--- src/rtl/level2_mapper_pkg.sv ---
`default_nettype none
// ============================================================================
//  Module      : level2_mapper_pkg
//  Description : Shared constants and types for the level-2 address mapper:
//                register offsets, map_ctrl bit indices, decode targets and
//                host-sequencer states.
//  Revision    : 1.0 - initial release
// ============================================================================
package level2_mapper_pkg;

    // Register offsets (addr[3:0] within bank 8'b10xxxxxx)
    localparam logic [3:0] c_REG_MAP_CTRL = 4'd0;
    localparam logic [3:0] c_REG_PAGEREG  = 4'd1;
    localparam logic [3:0] c_REG_WIN_EN   = 4'd2;
    localparam logic [3:0] c_REG_RSVD     = 4'd3;
    localparam logic [3:0] c_REG_WIN_BASE = 4'd4;

    // map_ctrl bit indices
    localparam int c_MC_ROM_REMAP = 0;
    localparam int c_MC_RAM_REMAP = 1;
    localparam int c_MC_HS_EN     = 2;
    localparam int c_MC_TIMEOUT   = 7;

    // RAM remap is on at boot so the CPU can run from on-board RAM
    localparam logic [7:0]  c_MAP_CTRL_RESET   = 8'h02;

    localparam logic [15:0] c_HOST_IDLE_ADDR   = 16'h8000;
    localparam logic [15:0] c_PAGEREG_SNOOP    = 16'hFE30;
    localparam logic [7:0]  c_REMAP_BANK       = 8'hFE;
    localparam logic [7:0]  c_VECTOR_BANK      = 8'hFF;
    localparam logic [7:0]  c_HOST_TIMEOUT_DAT = 8'hFF;

    typedef enum logic [1:0] {
        TGT_RAM  = 2'd0,
        TGT_REG  = 2'd1,
        TGT_HOST = 2'd2
    } target_e;

    typedef enum logic [1:0] {
        HS_IDLE      = 2'd0,
        HS_WAIT_RISE = 2'd1,
        HS_HOST_HI   = 2'd2
    } host_state_e;

endpackage : level2_mapper_pkg
`default_nettype wire

--- src/rtl/level2_mapper_host_seq.sv ---
`default_nettype none
// ============================================================================
//  Module      : level2_host_seq_m
//  Description : Host (BBC) bus cycle sequencer. Synchronises phi0, detects
//                its edges, runs one paced host read or write per start
//                request and aborts after HOST_TIMEOUT cycles without an edge.
//  Revision    : 1.0 - initial release
// ============================================================================
module level2_host_seq_m
    import level2_mapper_pkg::*;
#(
    parameter int HOST_TIMEOUT = 64
) (
    input  logic        clk,
    input  logic        rst,
    input  logic        i_start,
    input  logic        i_rnw,
    input  logic [15:0] i_addr,
    input  logic [7:0]  i_wdata,
    input  logic        i_phi0,
    input  logic [7:0]  i_bbc_rdata,
    output logic        o_busy,
    output logic        o_rd_done,
    output logic [7:0]  o_rd_data,
    output logic        o_timeout,
    output logic [15:0] o_bbc_addr,
    output logic        o_bbc_rnw,
    output logic [7:0]  o_bbc_wdata,
    output logic        o_bbc_wdata_oe
);

    localparam int                 c_CNT_W    = $clog2(HOST_TIMEOUT + 1);
    localparam logic [c_CNT_W-1:0] c_CNT_LAST = c_CNT_W'(HOST_TIMEOUT - 1);

    host_state_e        r_state;
    host_state_e        w_state_nxt;
    logic               r_phi_s1;
    logic               r_phi_s2;
    logic               r_phi_d;
    logic [c_CNT_W-1:0] r_cnt;
    logic               r_rnw;
    logic [15:0]        r_addr;
    logic [7:0]         r_wdata;
    logic               w_rise;
    logic               w_fall;
    logic               w_cnt_exp;
    logic               w_done;
    logic               w_active;

    assign w_rise    = r_phi_s2 & ~r_phi_d;
    assign w_fall    = ~r_phi_s2 & r_phi_d;
    assign w_cnt_exp = (r_cnt == c_CNT_LAST);
    assign w_active  = (r_state != HS_IDLE);

    // Two-flop phi0 synchroniser plus a delayed copy for edge detection
    always_ff @(posedge clk) begin
        if (rst) begin
            r_phi_s1 <= 1'b0;
            r_phi_s2 <= 1'b0;
            r_phi_d  <= 1'b0;
        end else begin
            r_phi_s1 <= i_phi0;
            r_phi_s2 <= r_phi_s1;
            r_phi_d  <= r_phi_s2;
        end
    end

    // State register, timeout counter and latched cycle parameters
    always_ff @(posedge clk) begin
        if (rst) begin
            r_state <= HS_IDLE;
            r_cnt   <= '0;
            r_rnw   <= 1'b1;
            r_addr  <= c_HOST_IDLE_ADDR;
            r_wdata <= 8'h00;
        end else begin
            r_state <= w_state_nxt;
            if (w_active) begin
                r_cnt <= r_cnt + 1'b1;
            end else begin
                r_cnt <= '0;
            end
            if (!w_active && i_start) begin
                r_rnw   <= i_rnw;
                r_addr  <= i_addr;
                r_wdata <= i_wdata;
            end
        end
    end

    // Next-state: wait for phi0 rise, then finish on the following fall
    always_comb begin
        w_state_nxt = r_state;
        w_done      = 1'b0;
        o_timeout   = 1'b0;
        case (r_state)
            HS_IDLE: begin
                if (i_start) begin
                    w_state_nxt = HS_WAIT_RISE;
                end
            end
            HS_WAIT_RISE: begin
                if (w_rise) begin
                    w_state_nxt = HS_HOST_HI;
                end else if (w_cnt_exp) begin
                    w_state_nxt = HS_IDLE;
                    w_done      = 1'b1;
                    o_timeout   = 1'b1;
                end
            end
            HS_HOST_HI: begin
                if (w_fall) begin
                    w_state_nxt = HS_IDLE;
                    w_done      = 1'b1;
                end else if (w_cnt_exp) begin
                    w_state_nxt = HS_IDLE;
                    w_done      = 1'b1;
                    o_timeout   = 1'b1;
                end
            end
            default: begin
                w_state_nxt = HS_IDLE;
            end
        endcase
    end

    assign o_busy    = w_active;
    assign o_rd_done = w_done & r_rnw;
    assign o_rd_data = o_timeout ? c_HOST_TIMEOUT_DAT : i_bbc_rdata;

    // Write strobe and data driver drop in the phi0-fall cycle itself
    assign o_bbc_addr     = w_active ? r_addr : c_HOST_IDLE_ADDR;
    assign o_bbc_rnw      = ~(w_active & ~r_rnw & ~((r_state == HS_HOST_HI) & w_fall));
    assign o_bbc_wdata    = r_wdata;
    assign o_bbc_wdata_oe = (r_state == HS_HOST_HI) & ~r_rnw & ~w_fall;

endmodule : level2_host_seq_m
`default_nettype wire

--- src/rtl/level2_mapper_m.sv ---
`default_nettype none
// ============================================================================
//  Module      : level2_mapper_m
//  Description : 65816 address mapper and host-bus sequencer. Decodes each
//                CPU access to on-board RAM, internal registers or a paced
//                host bus cycle; provides NUM_WIN bank-0 remap windows and the
//                fast-clock request. Optional macro REMAP_NATIVE_INTERRUPTS_EN
//                forces native-mode vector fetches to RAM bank FF.
//  Revision    : 1.0 - initial release
// ============================================================================
module level2_mapper_m
    import level2_mapper_pkg::*;
#(
    parameter int NUM_WIN      = 2,
    parameter int RAM_AW       = 19,
    parameter int PAGEREG_W    = 4,
    parameter int HOST_TIMEOUT = 64
) (
    input  logic              bbc_ck8,
    input  logic              reset,
    input  logic              cpu_req,
    input  logic [23:0]       cpu_addr,
    input  logic              cpu_rnw,
    input  logic              cpu_vda,
    input  logic              cpu_vpa,
    input  logic              cpu_vpb,
    input  logic              cpu_e,
    input  logic [7:0]        cpu_wdata,
    output logic [7:0]        cpu_rdata,
    output logic              cpu_rdy,
    input  logic              bbc_phi0,
    input  logic [7:0]        bbc_rdata,
    output logic [15:0]       bbc_addr,
    output logic              bbc_rnw,
    output logic [7:0]        bbc_wdata,
    output logic              bbc_wdata_oe,
    output logic              ram_ce,
    output logic [RAM_AW-1:0] ram_addr,
    output logic              hs_select
);

    // Mapper registers
    logic                 r_rom_remap;
    logic                 r_ram_remap;
    logic                 r_hs_en;
    logic                 r_timeout_flag;
    logic [PAGEREG_W-1:0] r_pagereg;
    logic [NUM_WIN-1:0]   r_win_en;
    logic [7:0]           r_win_range [NUM_WIN];
    logic [7:0]           r_win_bank  [NUM_WIN];

    // Registered outputs
    logic                 r_ram_ce;
    logic [RAM_AW-1:0]    r_ram_addr;
    logic [7:0]           r_cpu_rdata;
    logic                 r_hs_select;

    // Decode
    logic [7:0]           w_bank;
    logic [15:0]          w_addr;
    logic [3:0]           w_page;
    logic [3:0]           w_reg_off;
    logic                 w_bank0;
    logic                 w_accept;
    logic                 w_native;
    logic [NUM_WIN-1:0]   w_win_hit;
    logic [7:0]           w_win_bank;
    target_e              w_tgt;
    logic [23:0]          w_map_addr;
    logic                 w_shadow;
    logic                 w_snoop;
    logic                 w_reg_wr;
    logic                 w_host_start;
    logic [7:0]           w_map_ctrl;
    logic [7:0]           w_reg_rdata;

    // Host sequencer interface
    logic                 w_seq_busy;
    logic                 w_seq_rd_done;
    logic [7:0]           w_seq_rd_data;
    logic                 w_seq_timeout;

    assign w_bank    = cpu_addr[23:16];
    assign w_addr    = cpu_addr[15:0];
    assign w_page    = cpu_addr[15:12];
    assign w_reg_off = cpu_addr[3:0];
    assign w_bank0   = (w_bank == 8'h00);
    assign w_accept  = cpu_req & cpu_rdy;

`ifdef REMAP_NATIVE_INTERRUPTS_EN
    assign w_native = ~cpu_vpb & ~cpu_e;
`else
    logic w_unused_vec_status;
    assign w_unused_vec_status = cpu_vpb ^ cpu_e;
    assign w_native            = 1'b0;
`endif

    assign w_map_ctrl = {r_timeout_flag, 4'b0000, r_hs_en, r_ram_remap, r_rom_remap};

    // Per-window page range match
    generate
        for (genvar gi = 0; gi < NUM_WIN; gi++) begin : g_win
            assign w_win_hit[gi] = r_win_en[gi]
                                 && (w_page >= r_win_range[gi][3:0])
                                 && (w_page <= r_win_range[gi][7:4]);
        end
    endgenerate

    // Lowest-numbered matching window supplies the target bank
    always_comb begin
        w_win_bank = 8'h00;
        for (int i = NUM_WIN - 1; i >= 0; i--) begin
            if (w_win_hit[i]) begin
                w_win_bank = r_win_bank[i];
            end
        end
    end

    // Priority decode of the current CPU access
    always_comb begin
        w_tgt      = TGT_HOST;
        w_map_addr = cpu_addr;
        w_shadow   = 1'b0;
        w_snoop    = 1'b0;
        if (w_native) begin
            w_tgt      = TGT_RAM;
            w_map_addr = {c_VECTOR_BANK, w_addr};
        end else if (w_bank[7:6] == 2'b10) begin
            w_tgt = TGT_REG;
        end else if (w_bank0 && (w_addr == c_PAGEREG_SNOOP) && !cpu_rnw) begin
            w_snoop = 1'b1;
        end else if (w_bank0 && (|w_win_hit)) begin
            w_tgt      = TGT_RAM;
            w_map_addr = {w_win_bank, w_addr};
        end else if (w_bank0 && !w_addr[15] && r_ram_remap) begin
            w_tgt      = TGT_RAM;
            w_map_addr = {c_REMAP_BANK, w_addr};
            // Screen memory writes must also reach the host for video
            w_shadow   = !cpu_rnw && w_addr[14];
        end else if (w_bank0 && (w_addr[15:14] == 2'b10) && r_rom_remap && (&r_pagereg)) begin
            w_tgt      = TGT_RAM;
            w_map_addr = {c_REMAP_BANK, w_addr};
        end else if (w_bank[7:6] == 2'b11) begin
            w_tgt = TGT_RAM;
        end
    end

    assign w_reg_wr     = w_accept && (w_tgt == TGT_REG) && !cpu_rnw;
    assign w_host_start = w_accept && ((w_tgt == TGT_HOST) || w_shadow);

    // Register read mux; unimplemented offsets read zero
    always_comb begin
        w_reg_rdata = 8'h00;
        case (w_reg_off)
            c_REG_MAP_CTRL: w_reg_rdata = w_map_ctrl;
            c_REG_PAGEREG:  w_reg_rdata = 8'(r_pagereg);
            c_REG_WIN_EN:   w_reg_rdata = 8'(r_win_en);
            c_REG_RSVD:     w_reg_rdata = 8'h00;
            default:        w_reg_rdata = 8'h00;
        endcase
        for (int i = 0; i < NUM_WIN; i++) begin
            if (w_reg_off == 4'(c_REG_WIN_BASE + 2 * i)) begin
                w_reg_rdata = r_win_range[i];
            end
            if (w_reg_off == 4'(c_REG_WIN_BASE + 2 * i + 1)) begin
                w_reg_rdata = r_win_bank[i];
            end
        end
    end

    // Mapper register writes, FE30 snoop and sticky timeout status
    always_ff @(posedge bbc_ck8) begin
        if (reset) begin
            r_rom_remap    <= c_MAP_CTRL_RESET[c_MC_ROM_REMAP];
            r_ram_remap    <= c_MAP_CTRL_RESET[c_MC_RAM_REMAP];
            r_hs_en        <= c_MAP_CTRL_RESET[c_MC_HS_EN];
            r_timeout_flag <= c_MAP_CTRL_RESET[c_MC_TIMEOUT];
            r_pagereg      <= '0;
            r_win_en       <= '0;
            for (int i = 0; i < NUM_WIN; i++) begin
                r_win_range[i] <= 8'h00;
                r_win_bank[i]  <= 8'h00;
            end
        end else begin
            if (w_reg_wr && (w_reg_off == c_REG_MAP_CTRL)) begin
                r_rom_remap    <= cpu_wdata[c_MC_ROM_REMAP];
                r_ram_remap    <= cpu_wdata[c_MC_RAM_REMAP];
                r_hs_en        <= cpu_wdata[c_MC_HS_EN];
                r_timeout_flag <= 1'b0;
            end
            if (w_reg_wr && (w_reg_off == c_REG_PAGEREG)) begin
                r_pagereg <= cpu_wdata[PAGEREG_W-1:0];
            end
            if (w_accept && w_snoop) begin
                r_pagereg <= cpu_wdata[PAGEREG_W-1:0];
            end
            if (w_reg_wr && (w_reg_off == c_REG_WIN_EN)) begin
                r_win_en <= cpu_wdata[NUM_WIN-1:0];
            end
            for (int i = 0; i < NUM_WIN; i++) begin
                if (w_reg_wr && (w_reg_off == 4'(c_REG_WIN_BASE + 2 * i))) begin
                    r_win_range[i] <= cpu_wdata;
                end
                if (w_reg_wr && (w_reg_off == 4'(c_REG_WIN_BASE + 2 * i + 1))) begin
                    r_win_bank[i] <= cpu_wdata;
                end
            end
            if (w_seq_timeout) begin
                r_timeout_flag <= 1'b1;
            end
        end
    end

    // RAM strobe/address and CPU read data, one cycle after the request
    always_ff @(posedge bbc_ck8) begin
        if (reset) begin
            r_ram_ce    <= 1'b0;
            r_ram_addr  <= '0;
            r_cpu_rdata <= 8'h00;
        end else begin
            r_ram_ce <= w_accept && (w_tgt == TGT_RAM);
            if (w_accept && (w_tgt == TGT_RAM)) begin
                r_ram_addr <= RAM_AW'(w_map_addr);
            end
            if (w_accept && (w_tgt == TGT_REG) && cpu_rnw) begin
                r_cpu_rdata <= w_reg_rdata;
            end else if (w_seq_rd_done) begin
                r_cpu_rdata <= w_seq_rd_data;
            end
        end
    end

    // Fast-clock request: set by local opcode fetches, dropped by host work
    always_ff @(posedge bbc_ck8) begin
        if (reset) begin
            r_hs_select <= 1'b0;
        end else if (!r_hs_en || w_host_start) begin
            r_hs_select <= 1'b0;
        end else if (w_accept && cpu_vpa && cpu_vda) begin
            r_hs_select <= 1'b1;
        end
    end

    level2_host_seq_m #(
        .HOST_TIMEOUT (HOST_TIMEOUT)
    ) u_host_seq (
        .clk            (bbc_ck8),
        .rst            (reset),
        .i_start        (w_host_start),
        .i_rnw          (cpu_rnw),
        .i_addr         (w_addr),
        .i_wdata        (cpu_wdata),
        .i_phi0         (bbc_phi0),
        .i_bbc_rdata    (bbc_rdata),
        .o_busy         (w_seq_busy),
        .o_rd_done      (w_seq_rd_done),
        .o_rd_data      (w_seq_rd_data),
        .o_timeout      (w_seq_timeout),
        .o_bbc_addr     (bbc_addr),
        .o_bbc_rnw      (bbc_rnw),
        .o_bbc_wdata    (bbc_wdata),
        .o_bbc_wdata_oe (bbc_wdata_oe)
    );

    assign cpu_rdy   = ~w_seq_busy;
    assign cpu_rdata = r_cpu_rdata;
    assign ram_ce    = r_ram_ce;
    assign ram_addr  = r_ram_addr;
    assign hs_select = r_hs_select;

endmodule : level2_mapper_m
`default_nettype wire

--- config.mk ---
export PLATFORM = sky130hd
export DESIGN_NAME = level2_mapper_m
export DESIGN_NICKNAME = d
export VERILOG_FILES = /design/src/rtl/level2_mapper_pkg.sv /design/src/rtl/level2_mapper_host_seq.sv /design/src/rtl/level2_mapper_m.sv
export SDC_FILE = /design/constraint.sdc
export NUM_CORES = 1
export LEC_CHECK = 0
export ABC_AREA = 1
export BUFFER_PORTS_ARGS = -buffer_cell sky130_fd_sc_hd__buf_2
export CORE_MARGIN = 3
export CORE_UTILIZATION = 59
export DETAILED_ROUTE_END_ITERATION = 6
export PLACE_DENSITY_LB_ADDON = 0.12
export SLEW_MARGIN = 0
export SYNTH_ARGS = -nofsm -noshare
export SYNTH_HDL_FRONTEND = slang
export SYNTH_SLANG_ARGS = --single-unit
--- constraint.sdc ---
create_clock -name bbc_ck8 -period 5.7 [get_ports bbc_ck8]
set_clock_uncertainty 0.05 [all_clocks]
set_input_delay 1.425 -clock bbc_ck8 [delete_from_list [all_inputs] [get_ports bbc_ck8]]
set_output_delay 1.425 -clock bbc_ck8 [all_outputs]
set_load 0.005 [all_outputs]
==> run metrics <==
reg-to-reg setup timing slack=2.49 ns; Buffers on Ports=102; Total GRT Usage=27.4%; routed len/inst=15.3 µm; portion of netlist area occupied by mux cells=0%; Non-Filler Instances=882; post-synth net total=747; Setup violations, final=0; worst hold path class=flip-flop to flip-flop; CP startpoint kind=input port; switch share=31.4%; CP max stage cell=nand3_2; drt pass-1 iters=6; Die Ht=100 µm; fmax=0.288 GHz; synthesized area per cell=7.75 µm²; Rel. slew slack=22.0%; Crit. End Element=flip-flop; Pint=1.20 mW; # fillers=728; netlist area before placement=5250 µm²; CP dominant cell by count=nand2_1; Post-DP Area=5770 µm²; Synth Area in XOR/XNOR=0.167%; post-synthesis compound-gate area fraction=13.4%; Finished Core Util=70.8%; Detail Placement HPWL=10,200 µm; Lkg Pwr=2.82 nW; WHS=0.371 ns; CTS Root Cell=clkbuf_8; DIE AREA=10,100 µm²; CP arrival=3.71 ns; sequential area share after synthesis=47.3%; worst-path cell chain=buf_2, ha_1, nand2_1, inv_2, nand2_1, nand2_1, nand2_1, nand3_2, nand2_1, nand2_1, nand2_2, nand3_2, clkinv_2, nand2_1, a21oi_1; Least-Margin Pin Slew=1.16 ns; remaining antenna violation count=0; GP Congestion=0.991; routed vias=4,783; Slew Limit Fails=0; Final min period=3.47 ns; Seq pwr share=51.2%; FP Rows=33; Simple-Gate Fraction of Synth Area=24.4%; clk_lat worst skew=0.37 ns; drc violations=0; peak supply drop=0.155 mV; Overflow after GRT=0; warnings from Yosys=0; Synth cell types=42; TritonCTS buffer count=9; Ant. Diodes=0; maxcap violations=0; Post-Layout Inst Area=5960 µm²; CORE AREA=8420 µm²; initial antenna violation count=0; Post-CTS Repair Setup Buffers=0; PwrDens=292 nW/µm²; post-synthesis register bit count=108; Initial DRC Count=357; post-route setup TNS=0 ns; RSZ-0062 raised after global routing=false; Fin. Hold Viols=0; largest family of logic cells by synthesized area=simple AND/OR/NAND/NOR gates; Worst path max stage delay=0.35 ns; Vias/cell=5.42; I/O pins=105; DRT Wirelength=13,500 µm; post-CTS sizing=0; Worst Path Class, Setup=input port to flip-flop; first-pass GRT wire length=21,600 µm; H-tree depth=3; Post-synth top flop=dfxtp_1; Clock Path Buffers=2; Synth-to-Final Area Change=13.6%; Combinational Power Share=22.8%; P_sw=547 µW; CP Max Fanout=21; Die X=100 µm; Clock power frac=26.0%; ratio of cells with drive above 1 in the final layout=18.8%; CTS tree=done; largest net degree at the start of global routing=53; Starting Density=62.3%; Worst Path Required=5.94 ns; post-synthesis async set-or-reset flop share=0%; vias in the first global route=4,561; Post-CTS Hold Buffers=0; status=completed; CTS Sinks=108; period utilization=60.9%; Clock Pin Slew Worst Setup and Hold Paths=0.10 ns; Layout Nets=842; Syn Inst Count=677; Post-synth EDFFs=32; post-synthesis adder-cell area fraction=5.01%; Placed Cells=866
==> synth_stat cells, drive strengths merged, types with 2 or more instances <==
cell type  count  area share [%]
a21boi         2            0.29
a21oi         52             5.2
buf           11             1.8
clkbuf         8            0.57
dfxtp         76              29
edfxtp        32              18
ha            21             5.0
inv          101             7.3
nand2        135             9.9
nand3         30             3.1
nand3b         4            0.64
nand4          2            0.24
nor2         119             8.7
nor3           6            0.98
nor3b          3            0.52
o2111ai        5            0.83
o211a          2            0.38
o211ai         6            0.86
o21ai         51             4.9
o221ai         2            0.33
o22ai          3            0.36
==> layout make-up <==
type / instances / area [µm²] / share of cell area, %
well taps: 105 / 131 / 2.20
multi-input cells: 448 / 2250 / 37.8
flip-flops and latches: 108 / 2480 / 41.6
clock inverters: 3 / 18.8 / 0.315
inverters: 102 / 387 / 6.48
clock buffers: 13 / 170 / 2.85
repair buffers: 103 / 518 / 8.69
==> path summary, 6_finish.rpt <==
kind / start / end / cells past startpoint
worst min-delay path: u_host_seq.r_phi_s1 / u_host_seq.r_phi_s2 / 2
worst max-delay path: cpu_addr[15] / ram_addr[0] / 15
worst max register to register: u_host_seq.r_state[0] / r_win_bank[0][14] / 6
worst min register to register: u_host_seq.r_phi_s1 / u_host_seq.r_phi_s2 / 2
==> worst max-delay path, delay by kind of cell <==
family / cells / cell delay [ns]
buf+inv: 3 / 0.64
compound gates: 1 / 0.15
fa+ha+maj: 1 / 0.31
simple gates: 10 / 1.17
==> stage by stage <==
stage               power, mW  setup slack (ns)
floorplan                1.19              2.73
global placement         1.29              1.96
detailed placement       1.31              1.89
CTS                      1.75              2.27
global route             1.85              2.04
finish                   1.74              2.23
==> cell usage in the layout, fill, tap and decap left out, types with 6 or more instances in the layout <==
| cell | Yosys | routed |
|---|---|---|
| inv_2 | 7 | 7 |
| nand2_1 | 132 | 132 |
| nand3_1 | 27 | 27 |
| o21ai_1 | 14 | 14 |
| inv_1 | 93 | 93 |
| buf_2 | 2 | 102 |
| o211ai_1 | 6 | 6 |
| nor2_1 | 115 | 115 |
| ha_1 | 21 | 21 |
| a21oi_1 | 48 | 48 |
| clkbuf_8 | 0 | 10 |
| o21ai_0 | 37 | 37 |
| dfxtp_1 | 76 | 76 |
| edfxtp_1 | 32 | 32 |
==> power groups by stage <==
| stage | Sequential (mW) | Clock, mW | Combinational [mW] |
|---|---|---|---|
| 3_5_place_dp | 0.911 | 0 | 0.397 |
| 3_3_place_gp | 0.907 | 0 | 0.383 |
| 5_1_grt | 0.902 | 0.488 | 0.458 |
| 6_report | 0.893 | 0.452 | 0.398 |
| 2_1_floorplan | 0.906 | 0 | 0.283 |
| 4_1_cts | 0.893 | 0.455 | 0.398 |
==> state kept, by name, summed over array words and instances (netlist names), 2 cells and up <==
signal	cells
cpu_rdata	8
r_pagereg	4
r_win_bank	16
r_win_en	2
r_win_range	16
ram_addr	19
u_host_seq.o_bbc_wdata	8
u_host_seq.r_addr	16
u_host_seq.r_cnt	7
u_host_seq.r_state	2
==> metal layers <==
layer / up-vias / part of all wire [%] / GRT usage, %
met3: 29 / 6.3 / 3.82
met2: 191 / 49 / 45.4
li1: 2376 / - / -
met4: 0 / 2.7 / 11.2
met5: - / 0 / 0
met1: 2187 / 42 / 36.1
==> logic make-up (layout without fill, tap and decap cells) <==
| family | Yosys count | count (layout) |
|---|---|---|
| compound gates | 125 | 125 |
| fa+ha+maj | 21 | 21 |
| simple gates | 301 | 301 |
| flops | 108 | 108 |
| buf+inv | 121 | 221 |
| xor+xnor | 1 | 1 |
No activity file was read; power rests on OpenSTA's default activity.
